==> src/rtl/pe_pkg.sv <==
`default_nettype none
// ============================================================================
// Module      : pe_pkg
// Description : Shared PE definitions: sequencer state encoding and
//               scratchpad geometry constants.
// Revision    : 1.0 - initial release
// ============================================================================
package pe_pkg;

    localparam int SPAD_DEPTH = 16;
    localparam int SPAD_AW    = 4;
    localparam int DATA_W     = 8;

    typedef enum logic [1:0] {
        IDLE  = 2'd0,
        LOAD  = 2'd1,
        COMP  = 2'd2,
        DRAIN = 2'd3
    } state_t;

endpackage
`default_nettype wire

==> src/rtl/ifmap_spad_ctrl.sv <==
`default_nettype none
// ============================================================================
// Module      : ifmap_spad_ctrl
// Description : Ifmap scratchpad sequencer. Loads len elements from the
//               upstream stream, then replays 1-D convolution windows of
//               length S with a configurable stride to the MAC datapath.
// Revision    : 1.0 - initial release
// ============================================================================
module ifmap_spad_ctrl #(
    parameter int DATA_W = pe_pkg::DATA_W,
    parameter int DEPTH  = pe_pkg::SPAD_DEPTH,
    parameter int ADDR_W = pe_pkg::SPAD_AW
) (
    input  logic              clk,
    input  logic              rst_n,
    input  logic              start,
    input  logic [4:0]        cfg_len,
    input  logic [4:0]        cfg_filt,
    input  logic [1:0]        cfg_stride,
    input  logic              in_valid,
    input  logic [DATA_W-1:0] in_data,
    output logic              in_ready,
    output logic              spad_rd,
    output logic              spad_wr,
    output logic [ADDR_W-1:0] spad_addr,
    output logic [DATA_W-1:0] spad_wdata,
    input  logic [DATA_W-1:0] spad_rdata,
    output logic              out_valid,
    output logic [DATA_W-1:0] out_data,
    output logic              out_last,
    input  logic              out_ready,
    output logic              busy,
    output logic              done,
    output logic              err
);
    import pe_pkg::*;

    state_t            state;
    state_t            state_nxt;

    // Latched job configuration
    logic [4:0]        len_q;
    logic [4:0]        filt_q;
    logic [2:0]        stride_q;   // actual stride, 1..4

    // Sequencing counters
    logic [ADDR_W-1:0] wptr;
    logic [5:0]        base;       // 6 bits so base+stride+S never wraps
    logic [ADDR_W-1:0] s_cnt;

    logic              cfg_bad;
    logic              start_ok;
    logic              start_bad;
    logic              load_beat;
    logic              load_last;
    logic              issue;
    logic              s_end;
    logic [5:0]        win_end;
    logic              last_win;
    logic              final_issue;
    logic              drain_done;
    logic [ADDR_W-1:0] rd_addr;

    assign cfg_bad    = (cfg_len == 5'd0) || (cfg_len > 5'(DEPTH)) ||
                        (cfg_filt == 5'd0) || (cfg_filt > cfg_len);
    assign start_ok   = (state == IDLE) && start && !cfg_bad;
    assign start_bad  = (state == IDLE) && start && cfg_bad;

    assign load_beat  = (state == LOAD) && in_valid;
    assign load_last  = load_beat && ({1'b0, wptr} == (len_q - 5'd1));

    // A read may be issued whenever the output register is empty or draining
    assign issue      = (state == COMP) && (!out_valid || out_ready);
    assign s_end      = ({1'b0, s_cnt} == (filt_q - 5'd1));
    assign win_end    = base + {3'b000, stride_q} + {1'b0, filt_q};
    assign last_win   = (win_end > {1'b0, len_q});
    assign final_issue = issue && s_end && last_win;
    assign drain_done = (state == DRAIN) && out_valid && out_ready;

    // base+s is always below len, so the low bits are the full address
    assign rd_addr    = base[ADDR_W-1:0] + s_cnt;

    // The scratchpad read port is registered, so its data is the output data
    assign out_data   = spad_rdata;

    // State register
    always_ff @(posedge clk or negedge rst_n) begin
        if (!rst_n) begin
            state <= IDLE;
        end else begin
            state <= state_nxt;
        end
    end

    // Next-state logic
    always_comb begin
        state_nxt = state;
        case (state)
            IDLE:    if (start_ok)    state_nxt = LOAD;
            LOAD:    if (load_last)   state_nxt = COMP;
            COMP:    if (final_issue) state_nxt = DRAIN;
            DRAIN:   if (drain_done)  state_nxt = IDLE;
            default:                  state_nxt = IDLE;
        endcase
    end

    // Scratchpad and handshake outputs decoded from state and handshakes
    always_comb begin
        in_ready   = 1'b0;
        spad_wr    = 1'b0;
        spad_rd    = 1'b0;
        spad_addr  = '0;
        spad_wdata = in_data;
        busy       = (state != IDLE);
        case (state)
            LOAD: begin
                in_ready  = 1'b1;
                spad_wr   = load_beat;
                spad_addr = wptr;
            end
            COMP: begin
                spad_rd   = issue;
                spad_addr = rd_addr;
            end
            default: begin
                spad_addr = '0;
            end
        endcase
    end

    // Latch the configuration on an accepted start; pulse err on a rejected one
    always_ff @(posedge clk or negedge rst_n) begin
        if (!rst_n) begin
            len_q    <= '0;
            filt_q   <= '0;
            stride_q <= '0;
            err      <= 1'b0;
        end else begin
            err <= start_bad;
            if (start_ok) begin
                len_q    <= cfg_len;
                filt_q   <= cfg_filt;
                stride_q <= {1'b0, cfg_stride} + 3'd1;
            end
        end
    end

    // Write pointer and window counters
    always_ff @(posedge clk or negedge rst_n) begin
        if (!rst_n) begin
            wptr  <= '0;
            base  <= '0;
            s_cnt <= '0;
        end else if (start_ok) begin
            wptr  <= '0;
            base  <= '0;
            s_cnt <= '0;
        end else begin
            if (load_beat) begin
                wptr <= wptr + 1'b1;
            end
            if (issue) begin
                if (s_end) begin
                    s_cnt <= '0;
                    base  <= base + {3'b000, stride_q};
                end else begin
                    s_cnt <= s_cnt + 1'b1;
                end
            end
        end
    end

    // Output valid/last track the read data returning one cycle after issue
    always_ff @(posedge clk or negedge rst_n) begin
        if (!rst_n) begin
            out_valid <= 1'b0;
            out_last  <= 1'b0;
            done      <= 1'b0;
        end else begin
            done <= drain_done;
            if (issue) begin
                out_valid <= 1'b1;
                out_last  <= s_end;
            end else if (out_ready) begin
                out_valid <= 1'b0;
                out_last  <= 1'b0;
            end
        end
    end

endmodule
`default_nettype wire

==> config.mk <==
export PLATFORM = sky130hd
export DESIGN_NAME = ifmap_spad_ctrl
export DESIGN_NICKNAME = d
export VERILOG_FILES = /design/src/rtl/pe_pkg.sv /design/src/rtl/ifmap_spad_ctrl.sv
export SDC_FILE = /design/constraint.sdc
export NUM_CORES = 1
export LEC_CHECK = 0
export BUFFER_PORTS_ARGS = -buffer_cell sky130_fd_sc_hd__buf_2
export CAP_MARGIN = 20
export CORE_MARGIN = 4
export CORE_UTILIZATION = 49
export DETAILED_ROUTE_END_ITERATION = 12
export PLACE_DENSITY = 0.76
export SLEW_MARGIN = 20
export SYNTH_ARGS = -nofsm -noshare
export SYNTH_HDL_FRONTEND = slang
export SYNTH_SLANG_ARGS = --single-unit
==> constraint.sdc <==
create_clock -name clk -period 3.3 [get_ports clk]
set_clock_uncertainty 0.05 [all_clocks]
set_input_delay 0.66 -clock clk [delete_from_list [all_inputs] [get_ports clk]]
set_output_delay 0.66 -clock clk [all_outputs]
set_load 0.03 [all_outputs]
==> impl_metrics.yaml <==
worst_setup_path:
  r2r_start: "base[0]"
  worstPathRequired_ns: 3.42
  start_kind: "flip-flop"
  slowest_stage: "dfrtp_1"
  path_cells: "ha_2 > buf_4 > buf_4 > a21o_1 > a21oi_2 > xnor2_1 > ha_1 > xnor2_1 > ha_1 > nand2_1 > buf_4 > o32ai_4 > o2111ai_2 > o2111ai_2 > mux2_4"
  endpoint_kind: "flip-flop"
  worstPathMaxFanout: 3
  regToRegSetupSlack_ns: -0.04
  worstReg2RegEnd: "state[1]"
  r2r_cells: 15
  worstSetupPathType: "flip-flop to flip-flop"
  worstPathArrival_ns: 3.46
  setup.worst_path.start: "base[0]"
  slowest_delay_ns: 0.39
  crit_top_cell: "buf_4"
timing:
  setup-violations-final: 1
  rsz0062_at_grt: "true"
  finalCritPeriodShare_pct: 101
  slew_headroom_pct: 50.0
  slew_viol_final: 0
  timing.final.ws_setup_ns: -0.0412
  min_period_ns: 3.34
  setup_tns_ns: -0.0412
  holdWs_ns: 0.391
  hold_viol_final: 0
  worst_pin_slew_ns: 0.751
  fmax_ghz: 0.299
placement:
  gp_congestion: 0.886
  io_buffers: 28
  place_hpwl_um: 4340
global_route:
  grt_util_met1_pct: 23.0
  use_met3_pct: 4.28
  gr-usage-all-layers_pct: 19.5
  grt_first_pass_wirelength_um: 9890
  grt.busiest_layer: "met2"
  antenna_found_initial: 0
  overflow: 0
  grt_max_degree: 34
  met2_usage_pct: 35.3
  grt_pass1_vias: 2160
min_path:
  min_path_type: "primary input to asynchronous set/reset pin"
synthesis:
  synthArstFlopShare_pct: 100
  synth-edff-count: 0
  synth.distinct_cells: 51
  synthTopCellsByArea: "dfrtp_1, ha_1, xnor2_1"
  syn-num-nets: 346
  syn_inst: 279
  syn_avg_cell_area_um2: 9.53
  synth_top_area_share_pct: 31.0
  synth_seq_cells: 33
  ys_seq_area_share_pct: 31.0
  synth_flop_cell: "dfrtp_1"
  ys.warnings.count: 0
  synth_area_mm2: 0.00266
  yosys.area.top_type: "dfrtp_1"
flow_run:
  drv_cap: 0
drt:
  via_count: 2097
  wl_per_cell_um: 15.8
  initialDrtViolationCount: 113
  dr.pass1.iters: 4
  drt-total-wl_um: 5940
  drc: 0
  avgViaCountPerCell: 5.59
  ant_nets: 0
power:
  p_leak_nw: 1.51
  p_int_mw: 0.716
  swShare_pct: 32.0
  pwr_density_cell_mw_per_mm2: 347
  switching_power_mw: 0.337
  combPwrFrac_pct: 22.5
  p_seq_share_pct: 45.1
  clkPwrFrac_pct: 32.5
  ir_drop_v: 0.000250
cts:
  holdBufCountCts: 0
  cts_tree: "done"
  htree_levels: 2
  cts.sinks: 33
  insertion_delay_ns: 0.28
  path_clk_slew_ns: 0.07
  cts_root_buf: "clkbuf_8"
  cts_buffers: 5
  clockBufferDepth: 2
die:
  die_y_um: 81.7
  fp.dieW_um: 81.7
  die-area_mm2: 0.00667
  ioPinCount: 61
  core_mm2: 0.00517
  start_util_pct: 51.4
  placementRows: 26
status:
  violations: "setup timing"
  status: "finished, violations left"
layout:
  fillCellCount: 442
  final_common_cell: "dfrtp_1"
  layout_common_cells: "dfrtp_1, ha_1, buf_2"
  syn_to_final_growth_pct: 14.2
  antenna_cells: 0
  drive_gt1_share_pct: 25.2
  nNetsFinal: 371
## Yosys cell counts, types with 2 or more instances
cell type	n
ha_1	31
nand3b_1	5
a31oi_1	3
a21o_1	5
nor2_1	12
dfrtp_1	33
o211ai_1	3
or3_1	3
o21ai_0	16
xnor2_1	16
fa_1	3
a22oi_1	4
mux2_2	5
nor3_1	2
or2_2	2
nand2_1	20
nand4_1	4
mux2i_1	6
clkbuf_1	4
and3b_1	2
nor2b_1	7
and3_1	2
nand3_1	3
buf_2	3
xor2_1	8
nand2b_1	3
a211oi_1	3
inv_1	22
a21oi_1	12
buf_4	16
## what timing repair did
action / in CTS / in global routing
setup buffers: 2 / 3
setup endpoints to repair: 1 / 2
endpoints found under the hold margin: 0 / 0
pin swaps: 14 / 7
resized for setup: 10 / 7
## sequential cells by signal, summed over array words and instances, names as in the netlist
| signal | cells |
|---|---|
| out_last | 1 |
| done | 1 |
| out_valid | 1 |
| len_q | 5 |
| base | 6 |
| err | 1 |
| state | 2 |
| stride_q | 3 |
| wptr | 4 |
| filt_q | 5 |
| s_cnt | 4 |
## cell families (layout without fill, tap and decap cells)
family	Yosys count	in the layout	share of synthesized area, %
and+or+nand+nor	75	75	16.7
AOI/OAI and AO/OA	56	56	13.8
buffers and inverters	45	71	8.75
adders and majority gates	34	34	16.8
DFF	33	33	31.0
xor gates and xnor gates	24	24	7.90
muxes	12	12	4.94
## cell type report
class                           instances  area [um^2]  area share, %
Sequential cell                        33          826           27.2
Tap cell                               70         87.6           2.88
Clock buffer                            7         96.3           3.17
Inverter                               22         82.6           2.72
Multi-Input combinational cell        201         1700           56.1
Timing Repair Buffer                   41          238           7.83
Clock inverter                          1         5.00          0.165
## power by group through the flow
stage | combinational, mW | clock, mW | sequential, mW
floorplan | 0.221 | 0 | 0.460
global placement | 0.228 | 0 | 0.479
detailed placement | 0.238 | 0 | 0.482
CTS | 0.239 | 0.347 | 0.474
global route | 0.267 | 0.365 | 0.479
finish | 0.237 | 0.342 | 0.475
## through the flow
stage / setup WS (ns) / cell area (um^2) / power (mW) / cells / utilization (%)
floorplan: 0.0430 / 2660 / 0.681 / 279 / -
global placement: -0.0822 / 2800 / 0.707 / 362 / 54.1
detailed placement: -0.155 / 2800 / 0.720 / 362 / 54.1
CTS: 0.00887 / 2960 / 1.06 / 372 / 57.3
global route: -0.168 / 3040 / 1.11 / 375 / 58.7
finish: -0.0412 / 3040 / 1.05 / 375 / 58.7
## routing by layer
metal | up-vias | wire length [um] | part of all wire [%]
met1 | 1029 | 2530 | 43
met3 | 14 | 245 | 4.1
met4 | 0 | 132 | 2.2
met5 | - | 0 | 0
li1 | 1018 | - | -
met2 | 36 | 3030 | 51
## worst max path at each step
stage,endpoint,depth (start not counted)
5_1_grt,state[1],15
4_1_cts,state[1],13
2_1_floorplan,state[1],13
3_3_place_gp,state[1],13
3_5_place_dp,state[1],13
6_report,state[1],15
## worst max-delay path: cells and delay by family (launching register included)
kind | cells | cell delay, ns
and+or+nand+nor | 1 | 0.10
buffers and inverters | 3 | 0.42
muxes | 1 | 0.32
xor gates and xnor gates | 2 | 0.25
adders and majority gates | 3 | 0.87
AOI/OAI and AO/OA | 5 | 0.85
DFF | 1 | 0.39
No activity file was read; power rests on OpenSTA's default activity.
